### src/rtl/mem_stage.sv
`default_nettype none
// ============================================================================
//  Module      : mem_stage
//  Description : Memory-access pipeline stage. Completes the data request,
//                aligns/extends load data and forwards exception/CP0 fields.
//  Revision    : 1.0 - initial release
// ============================================================================
module mem_stage #(
    parameter int ES_TO_MS_BUS_WD = 132,
    parameter int MS_TO_WS_BUS_WD = 123
) (
    input  logic                       clk,
    input  logic                       reset,
    input  logic                       ws_allowin,
    output logic                       ms_allowin,
    input  logic                       es_to_ms_valid,
    input  logic [ES_TO_MS_BUS_WD-1:0] es_to_ms_bus,
    output logic                       ms_to_ws_valid,
    output logic [MS_TO_WS_BUS_WD-1:0] ms_to_ws_bus,
    input  logic                       data_sram_data_ok,
    input  logic [31:0]                data_sram_rdata,
    input  logic                       flush,
    output logic                       ms_ex,
    output logic                       ms_eret,
    output logic [31:0]                ms_forward_data,
    output logic [4:0]                 ms_dest,
    output logic                       ms_load_wait
);

    typedef enum logic [1:0] {
        IDLE    = 2'd0,
        WAIT    = 2'd1,
        HELD    = 2'd2,
        DISCARD = 2'd3
    } state_t;

    state_t                     r_state;
    state_t                     w_state_nxt;
    logic                       r_ms_valid;
    logic [ES_TO_MS_BUS_WD-1:0] r_bus;
    logic [31:0]                r_buf;
    logic                       r_buf_valid;

    logic        w_store, w_lw, w_bd, w_ex, w_eret, w_mtc0, w_mfc0, w_res_from_mem;
    logic        w_lb, w_lbu, w_lh, w_lhu, w_lwl, w_lwr;
    logic [31:0] w_badvaddr, w_result, w_pc;
    logic [7:0]  w_c0_addr;
    logic [4:0]  w_excode, w_dest;
    logic [3:0]  w_bus_gr_we;

    assign w_store        = r_bus[131];
    assign w_lw           = r_bus[130];
    assign w_badvaddr     = r_bus[129:98];
    assign w_bd           = r_bus[97];
    assign w_c0_addr      = r_bus[96:89];
    assign w_ex           = r_bus[88];
    assign w_excode       = r_bus[87:83];
    assign w_eret         = r_bus[82];
    assign w_mtc0         = r_bus[81];
    assign w_mfc0         = r_bus[80];
    assign {w_lb, w_lbu, w_lh, w_lhu, w_lwl, w_lwr} = r_bus[79:74];
    assign w_res_from_mem = r_bus[73];
    assign w_bus_gr_we    = r_bus[72:69];
    assign w_dest         = r_bus[68:64];
    assign w_result       = r_bus[63:32];
    assign w_pc           = r_bus[31:0];

    logic w_need_mem, w_in_need_mem, w_ready_go, w_capture;

    // Excepting entries never issued a request, so they owe no response.
    assign w_need_mem    = (w_res_from_mem | w_store) & ~w_ex;
    assign w_in_need_mem = (es_to_ms_bus[73] | es_to_ms_bus[131]) & ~es_to_ms_bus[88];
    assign w_ready_go    = ~w_need_mem | ((r_state == WAIT) & data_sram_data_ok) | (r_state == HELD);
    assign ms_allowin    = (r_state != DISCARD) & (~r_ms_valid | (w_ready_go & ws_allowin));
    assign w_capture     = ms_allowin & es_to_ms_valid & ~flush;

    always_comb begin
        w_state_nxt = r_state;
        case (r_state)
            IDLE: w_state_nxt = IDLE;
            WAIT: begin
                if (flush)
                    w_state_nxt = data_sram_data_ok ? IDLE : DISCARD;
                else if (data_sram_data_ok)
                    w_state_nxt = ws_allowin ? IDLE : HELD;
            end
            HELD:    if (flush || ws_allowin) w_state_nxt = IDLE;
            DISCARD: if (data_sram_data_ok)   w_state_nxt = IDLE;
            default: w_state_nxt = IDLE;
        endcase
        // A newly accepted memory op always restarts the wait, even back-to-back.
        if (w_capture && w_in_need_mem)
            w_state_nxt = WAIT;
    end

    always_ff @(posedge clk) begin
        if (reset) begin
            r_state     <= IDLE;
            r_ms_valid  <= 1'b0;
            r_buf_valid <= 1'b0;
        end else begin
            r_state     <= w_state_nxt;
            r_buf_valid <= (w_state_nxt == HELD);
            if (flush)
                r_ms_valid <= 1'b0;
            else if (ms_allowin)
                r_ms_valid <= es_to_ms_valid;
        end
    end

    always_ff @(posedge clk) begin
        if (w_capture)
            r_bus <= es_to_ms_bus;
        if ((r_state == WAIT) && (w_state_nxt == HELD))
            r_buf <= data_sram_rdata;
    end

    logic [31:0] w_word, w_final;
    logic [7:0]  w_byte;
    logic [15:0] w_half;
    logic [3:0]  w_gr_we;
    logic [1:0]  w_a;

    assign w_word = r_buf_valid ? r_buf : data_sram_rdata;
    assign w_a    = w_result[1:0];
    assign w_half = w_a[1] ? w_word[31:16] : w_word[15:0];

    always_comb begin
        case (w_a)
            2'd0:    w_byte = w_word[7:0];
            2'd1:    w_byte = w_word[15:8];
            2'd2:    w_byte = w_word[23:16];
            default: w_byte = w_word[31:24];
        endcase
    end

    always_comb begin
        w_final = w_result;
        w_gr_we = w_bus_gr_we;
        if (w_res_from_mem && !w_ex) begin
            if (w_lb)       w_final = {{24{w_byte[7]}}, w_byte};
            else if (w_lbu) w_final = {24'd0, w_byte};
            else if (w_lh)  w_final = {{16{w_half[15]}}, w_half};
            else if (w_lhu) w_final = {16'd0, w_half};
            else if (w_lwl) begin
                case (w_a)
                    2'd0:    begin w_final = {w_word[7:0], 24'd0};  w_gr_we = 4'b1000; end
                    2'd1:    begin w_final = {w_word[15:0], 16'd0}; w_gr_we = 4'b1100; end
                    2'd2:    begin w_final = {w_word[23:0], 8'd0};  w_gr_we = 4'b1110; end
                    default: begin w_final = w_word;                w_gr_we = 4'b1111; end
                endcase
            end else if (w_lwr) begin
                case (w_a)
                    2'd0:    begin w_final = w_word;                 w_gr_we = 4'b1111; end
                    2'd1:    begin w_final = {8'd0, w_word[31:8]};   w_gr_we = 4'b0111; end
                    2'd2:    begin w_final = {16'd0, w_word[31:16]}; w_gr_we = 4'b0011; end
                    default: begin w_final = {24'd0, w_word[31:24]}; w_gr_we = 4'b0001; end
                endcase
            end else if (w_lw) w_final = w_word;
            else               w_final = w_word;
        end
        if (w_ex)
            w_gr_we = 4'b0000;
    end

    assign ms_to_ws_valid  = r_ms_valid & w_ready_go & ~flush;
    assign ms_to_ws_bus    = r_ms_valid ? {w_badvaddr, w_bd, w_c0_addr, w_ex, w_excode, w_eret,
                                           w_mtc0, w_mfc0, w_gr_we, w_dest, w_final, w_pc}
                                        : '0;
    assign ms_ex           = r_ms_valid & w_ex;
    assign ms_eret         = r_ms_valid & w_eret;
    assign ms_forward_data = r_ms_valid ? w_final : 32'd0;
    assign ms_dest         = (r_ms_valid && (w_gr_we != 4'd0) && !w_ex) ? w_dest : 5'd0;
    assign ms_load_wait    = r_ms_valid & w_res_from_mem & ~w_ex & ~w_ready_go;

endmodule
`default_nettype wire
### config.mk
export PLATFORM = sky130hd
export DESIGN_NAME = mem_stage
export DESIGN_NICKNAME = d
export VERILOG_FILES = /design/src/rtl/mem_stage.sv
export SDC_FILE = /design/constraint.sdc
export NUM_CORES = 1
export LEC_CHECK = 0
export CORE_MARGIN = 5
export CORE_UTILIZATION = 35
export CTS_CLUSTER_SIZE = 30
export DETAILED_ROUTE_END_ITERATION = 6
export GPL_TIMING_DRIVEN = 0
export PLACE_DENSITY = 0.66
export REMOVE_ABC_BUFFERS = 1
export SLEW_MARGIN = 20
export SYNTH_ARGS = -nofsm -noshare
export SYNTH_HDL_FRONTEND = slang
export SYNTH_SLANG_ARGS = --single-unit
### constraint.sdc
create_clock -name clk -period 14.9 [get_ports clk]
set_clock_uncertainty 0.1 [all_clocks]
set_input_delay 1.49 -clock clk [delete_from_list [all_inputs] [get_ports clk]]
set_output_delay 1.49 -clock clk [all_outputs]
set_load 0.02 [all_outputs]
==> results of run 1 <==
through the flow:
step,worst slack [ns],utilization [%],cells,TNS (ns)
after global placement,-3.40,49.7,1282,-443.28
after global routing,8.49,53.4,1331,0
after floorplan,2.32,-,630,0
after CTS,8.64,53.4,1329,0
final,8.63,53.4,1331,0
after detailed placement,8.67,50.8,1297,0
where the power goes:
group / internal (mW) / switching [mW]
registers: 0.534 / 0.00876
clock network: 0.227 / 0.221
logic: 0.0840 / 0.0765
total: 0.845 / 0.306
routing by layer:
layer / routed length, um / track usage [%] / share of wire, % / vias up
li1: - / - / - / 3219
met1: 10800 / 24.6 / 37 / 3260
met2: 14200 / 34.2 / 48 / 366
met3: 3410 / 9.70 / 12 / 61
met4: 989 / 7.76 / 3.4 / 10
met5: 88 / 0 / 0.30 / -
cells by family (layout without fill, tap and decap cells):
family                 after synthesis  in the layout
and+or+nand+nor                    229            229
AOI/OAI and AO/OA                  173            173
DFF                                167            167
buffers and inverters               83            387
muxes                               55             55
other                                0              1
path summary, 6_finish.rpt:
check / from / endpoint / slack [ns] / cells past startpoint
hold / removal: r_state[0]$_SDFF_PP0_ / r_state[0]$_SDFF_PP0_ / 0.63 / 3
setup reg to reg: r_state[0]$_SDFF_PP0_ / r_bus[53]$_DFFE_PP_ / 12.00 / 8
hold reg to reg: r_state[0]$_SDFF_PP0_ / r_state[0]$_SDFF_PP0_ / 0.63 / 3
setup / recovery: data_sram_rdata[15] / ms_forward_data[22] / 8.63 / 7
final cells by class:
cell class	count	area share [%]
flip-flops and latches	167	39.5
well taps	319	3.16
clock inverters	15	1.42
inverters	6	0.179
multi-input cells	457	24.2
clock buffers	17	3.37
repair buffers	349	28.2
diodes	1	0.0198
registers in the layout (all words and copies together) (netlist names):
| name | flops |
|---|---|
| r_buf | 32 |
| r_bus | 131 |
| r_buf_valid | 1 |
| r_state | 2 |
| r_ms_valid | 1 |
synth_stat cells (all sizes together), types with 2 or more instances:
master	number	share of area (%)
mux2	30	4.0
and3	7	0.52
inv	6	0.27
edfxtp	163	58
o21ai	36	2.1
nor4	4	0.30
o31ai	5	0.44
nand2	32	1.4
or2	4	0.30
a311oi	4	0.41
buf	46	3.9
a31oi	15	1.1
and2	88	6.5
nor3b	2	0.18
nor4b	2	0.21
o41ai	4	0.41
dfxtp	4	0.95
a22o	4	0.41
o2bb2ai	2	0.21
o311ai	3	0.31
nor3	5	0.30
nor2	44	2.0
nor2b	12	0.89
o22ai	15	1.1
mux2i	23	2.7
o211ai	8	0.71
a22oi	2	0.18
a221o	7	0.83
mux4	2	0.53
or3	5	0.37
clkbuf	31	1.4
a21oi	41	2.8
o221ai	7	0.72
o21a	5	0.53
a221oi	2	0.21
nand3	17	1.0
a21o	8	0.71
nand2b	4	0.30
critical path, delay by kind of cell:
kind	cells	cell delay, ns
buf+inv	2	1.18
compound gates	2	0.55
mux	1	0.30
simple gates	2	1.15
==> results by group, run 1 <==
Status
  • Status: finished, final reports clean

Global routing
  • Total Routing Usage GR: 21.1%
  • Largest net degree at the start of global routing: 88
  • Vias in the first global route: 6753
  • First-pass GRT wire length: 42500 um
  • Initial antenna violation count: 6
  • Remaining global-route overflow: 0

Clocking
  • Post-CTS sizing: 0
  • CTS tree: built
  • CTS max path bufs: 2
  • Worst-skew pair later-pin latency: 0.43 ns
  • CTS buffer count: 17
  • CTS root buf: clkbuf_16
  • H-tree Lvls: 4
  • Hold-fix buffers, CTS: 0
  • Clk slew on worst S/H paths: 0.07 ns
  • # Post-CTS Setup Buffers: 0
  • Clk sinks: 167

Timing
  • Unrepaired setup endpoints after global routing: no
  • Final-report hold violation count: 0
  • Final setup fails: 0
  • Slew headroom: 28.1%
  • Worst Tran Pin Value: 1.08 ns
  • Hold slack final: 0.631 ns
  • Fin crit period: 6.27 ns
  • Peak Freq: 160 MHz
  • Final slew viol count: 0
  • Period utilization: 42.1%

Layout
  • Layout Cell Area excl Fill: 12600 um2
  • Fin nets: 1168
  • Most frequent cells in the layout: 333 x clkdlybuf4s50_1, 163 x edfxtp_1, 87 x and2_1, 43 x nor2_1, 34 x o21ai_0
  • Multi-input logic area: 3050 um2
  • Layout area overhead: 49.1%
  • Storage element area: 4980 um2
  • Fillers: 2094
  • Commonest non-fill, non-tap cell in the layout: clkdlybuf4s50_1
  • Share of layout cells above drive strength 1: 9.99%

Power and ir drop
  • Static Leak: 4.24 nW
  • Total power per unit cell area: 91.2 nW/um2
  • Peak supply drop: 0.0000690 V
  • Total power: 1.15 mW

Yosys
  • Syn avg cell area: 12.0 um2
  • Post-synthesis sequential area ratio: 58.8%
  • Async S/R FF share, synth: 0%
  • Largest family of logic cells by synthesized area: simple AND/OR/NAND/NOR gates
  • Synth Area in Simple Gates: 14.6%
  • Synth Area in XOR/XNOR: 0%
  • Dominant synthesized flop cell: edfxtp_1
  • FF+latch count, synth: 167
  • Number of flops mapped to enable cells by yosys: 163
  • Post-synthesis mux area share: 7.25%
  • Post-Syn Area: 8460 um2
  • Post-synthesis compound-gate area fraction: 13.8%
  • Netlist cell types: 53
  • Synth Warn #: 0
  • Cell count after synthesis: 707
  • Adder-cell share of the synthesized area: 0%

Floorplanning
  • Initial core utilization: 35.8%
  • Die width: 165 um
  • Site row count: 56
  • Io pins: 335
  • Die area: 27400 um2
  • Die Y: 165 um
  • Core area: 23600 um2

Drt
  • DRC: 0
  • Via density: 5.20
  • DR WL/cell: 22.2 um
  • Final wirelength: 29500 um
  • DRT iter0 DRCs: 622
  • Detailed-route via count: 6916
  • DRT antenna net count: 0
  • Router iterations before antenna repair: 5

Hold path
  • Hold crit path type: register to register

Worst setup path
  • Cell mode on critical path: clkdlybuf4s50_1
  • Slowest stage cell, crit path: nor2b_1
  • Critical Path AT: 4.68 ns
  • CP Class: input port to primary output
  • Critical path launch point type: input port
  • Crit-path max FO: 9
  • Req. time, crit path: 13.31 ns
  • CP Capture Type: primary output
  • Worst-path cell chain: clkdlybuf4s50_1, mux4_2, o21a_1, nor2b_1, nand3_1, a21oi_2, clkdlybuf4s50_1
  • Largest stage delay on the critical path: 0.77 ns

Job
  • Number of max-cap violations: 0

Placed design
  • Placed instance area: 12000 um2
  • Count of input and output buffers: 333
  • HPWL after DPL: 22400 um
  • RePlAce Congestion: 0.894
Note: power is estimated with default switching activity, not from simulation.
==> run 2, diff against run 1 <==
Clock period 14.9 ns to 6.5 ns, I/O delays scaled along.
==> results of run 2 <==
The final DEF is identical to that of run 1. Status: finished, final reports clean.
Main changes from that run: setup slack after placement 8.67 ns -> 1.85 ns; setup slack after layout 8.63 ns -> 1.49 ns; start point of the critical path data_sram_rdata[15] -> r_bus[33]$_DFFE_PP_; register-to-register setup slack 12.00 ns -> 3.60 ns; total power 1.15 mW -> 2.64 mW; worst IR drop on VDD 0.0000690 V -> 0.000158 V
==> run 3, diff against run 2 <==
Settings changed: PLACE_DENSITY 0.66 to 0.68.
Clock period 6.5 ns to 4.6 ns, I/O delays scaled along.
==> run 3 against run 2 <==
  * Core utilization barely moved
  * Sequential share of layout area about the same
  * Die area is the same
  * Non-clock buffer count is 1 lower
  * Clock-buffer cell count did not move
  * Flip-flop and latch count unchanged
  * Critical path depth unchanged
  * Largest cell class unchanged
  * Highest routed layer unchanged
==> results by group, run 3 (same netlist as run 1, synthesis figures left out) <==
Status
  • Status: finished, final reports clean

Layout
  • Layout area overhead: 49.0% (about the same)
  • Commonest non-fill, non-tap cell in the layout: clkdlybuf4s50_1
  • Most frequent cells in the layout: 333 x clkdlybuf4s50_1, 163 x edfxtp_1, 87 x and2_1, 42 x nor2_1, 34 x o21ai_0
  • Fillers: 2061 (-1.6%)
  • Largest Register: r_bus
  • Largest register FFs: 131 (unchanged)
  • Fin nets: 1167 (-0.086%)
  • Post-layout util: 53.4% (about the same)
  • N_diodes: 0 (-1)
  • Share of layout cells above drive strength 1: 10.1% (+0.11 points)
  • Biggest regs: r_bus: 131 flops, r_buf: 32 flops, r_state: 2 flops
  • Layout Cell Area excl Fill: 12600 um2 (about the same)

Drt
  • Final wirelength: 28400 um (-3.7%)
  • DRC: 0 (unchanged)
  • DRT antenna net count: 0 (unchanged)
  • Via density: 5.19 (-0.18%)
  • Detailed-route via count: 6893 (-0.33%)
  • Router iterations before antenna repair: 5 (unchanged)
  • DRT iter0 DRCs: 692 (+11%)
  • DR WL/cell: 21.4 um (-3.6%)

Placed design
  • RePlAce Congestion: 0.888 (-0.69%)
  • Placed instance area: 12000 um2 (about the same)
  • Count of input and output buffers: 333 (unchanged)
  • HPWL after DPL: 22500 um (+0.30%)

Global routing
  • Initial antenna violation count: 4 (-2)
  • Total Routing Usage GR: 20.2% (-0.83 points)
  • Remaining global-route overflow: 0 (unchanged)
  • Met3 usage: 8.74% (-0.97 points)
  • Met1 Use GR: 23.4% (-1.2 points)
  • Layer with the highest usage: met2
  • First-pass GRT wire length: 41500 um (-2.4%)
  • Largest net degree at the start of global routing: 87 (-1.1%)
  • Grt met2 use: 34.1% (about the same)
  • Vias in the first global route: 6686 (-0.99%)

Timing
  • Peak Freq: 233 MHz
  • Unrepaired setup endpoints after global routing: no
  • Fin crit period: 4.29 ns
  • Hold slack final: 0.471 ns (-0.160 ns)
  • Fin Setup TNS: 0 ns (unchanged)
  • Slew headroom: 31.7% (+3.6 points)
  • Final setup fails: 0 (unchanged)
  • Final slew viol count: 0 (unchanged)
  • Period utilization: 93.4%
  • Final-report hold violation count: 0 (unchanged)
  • Worst Tran Pin Value: 1.02 ns (-0.0520 ns)

Worst setup path
  • Slowest stage cell, crit path: a221oi_1
  • WP buf/inv: 1
  • Critical Path AT: 3.73 ns
  • CP Class: register to primary output
  • Crit-path max FO: 14
  • CP delay by family, top: compound AO/OA/AOI/OAI gates
  • Worst-path cell chain: nor2_2, nand2_1, a221oi_1, o211ai_1, a31oi_1, clkdlybuf4s50_1
  • Largest stage delay on the critical path: 0.87 ns
  • CP Capture Type: primary output
  • FF-to-FF setup slack: 1.74 ns
  • Req. time, crit path: 4.04 ns
  • Critical path launch point type: register

Floorplanning
  • Core area: 23600 um2 (unchanged)
  • Die width: 165 um (unchanged)
  • Site row count: 56 (unchanged)
  • Die area: 27400 um2 (unchanged)
  • Die Y: 165 um (unchanged)
  • Initial core utilization: 35.8% (unchanged)
  • Io pins: 335 (unchanged)

Clocking
  • CTS tree: built
  • Clk slew on worst S/H paths: 0.08 ns (about the same)
  • Hold-fix buffers, CTS: 0 (unchanged)
  • H-tree Lvls: 4 (unchanged)
  • CTS root buf: clkbuf_16
  • Clk sinks: 167 (unchanged)
  • CTS max path bufs: 2 (unchanged)
  • CTS buffer count: 17 (unchanged)
  • Worst-skew pair later-pin latency: 0.42 ns (about the same)

Power and ir drop
  • Peak supply drop: 0.000175 V
  • Total power per unit cell area: 294 nW/um2
  • Total power: 3.71 mW
  • Static Leak: 4.24 nW (-0.10%)

Hold path
  • Hold crit path type: input port to register

Job
  • Number of max-cap violations: 0 (unchanged)
## run 3: cell count changes in the layout (fill, tap and decap cells not counted), sizes merged
cell    delta
diode      -1
clkbuf     -1
## run 3: layout make-up
class	instances	area, um2	share of cell area, %
tap	319	399	3.17
timing repair buffer	348	3550	28.2
inverter	6	22.5	0.179
sequential	167	4980	39.5
clock buffer	17	425	3.37
multi-input combinational	457	3050	24.2
clock inverter	15	180	1.43
## run 3: through the flow
stage | setup slack, ns | std cells
2_1_floorplan | -7.13 | 630
3_3_place_gp | -12.32 | 1282
3_5_place_dp | 0.384 | 1296
4_1_cts | 0.0656 | 1329
5_1_grt | 0.0316 | 1329
6_report | 0.305 | 1329
## run 3: path summary, 6_finish.rpt
kind                                       startpoint               endpoint  cells after the start
worst max-delay path              r_bus[77]$_DFFE_PP_       ms_to_ws_bus[44]                      6
worst min register to register  r_state[0]$_SDFF_PP0_  r_state[0]$_SDFF_PP0_                      3
worst min-delay path                 es_to_ms_bus[86]    r_bus[86]$_DFFE_PP_                      1
worst max register to register  r_state[0]$_SDFF_PP0_   r_bus[119]$_DFFE_PP_                      7
## run 3: power by group
group / total, mW / switching (mW) / leakage [nW] / internal (mW)
clock network: 1.44 / 0.702 / 0.295 / 0.736
registers: 1.76 / 0.0259 / 1.55 / 1.73
logic: 0.518 / 0.246 / 2.40 / 0.272
## run 3: metal layers
layer | vias to the layer above | wire length, um
met3 | 39 | 3220
met5 | - | 51
met4 | 8 | 630
met1 | 3257 | 10500
li1 | 3226 | -
met2 | 363 | 14000
## run 3: what timing repair did
| action | in CTS | in global routing |
|---|---|---|
| endpoints found under the setup margin | 14 | 14 |
| resized for setup | 1 | 1 |
| buffers inserted | 1 | 0 |
| pin swaps | 0 | 0 |
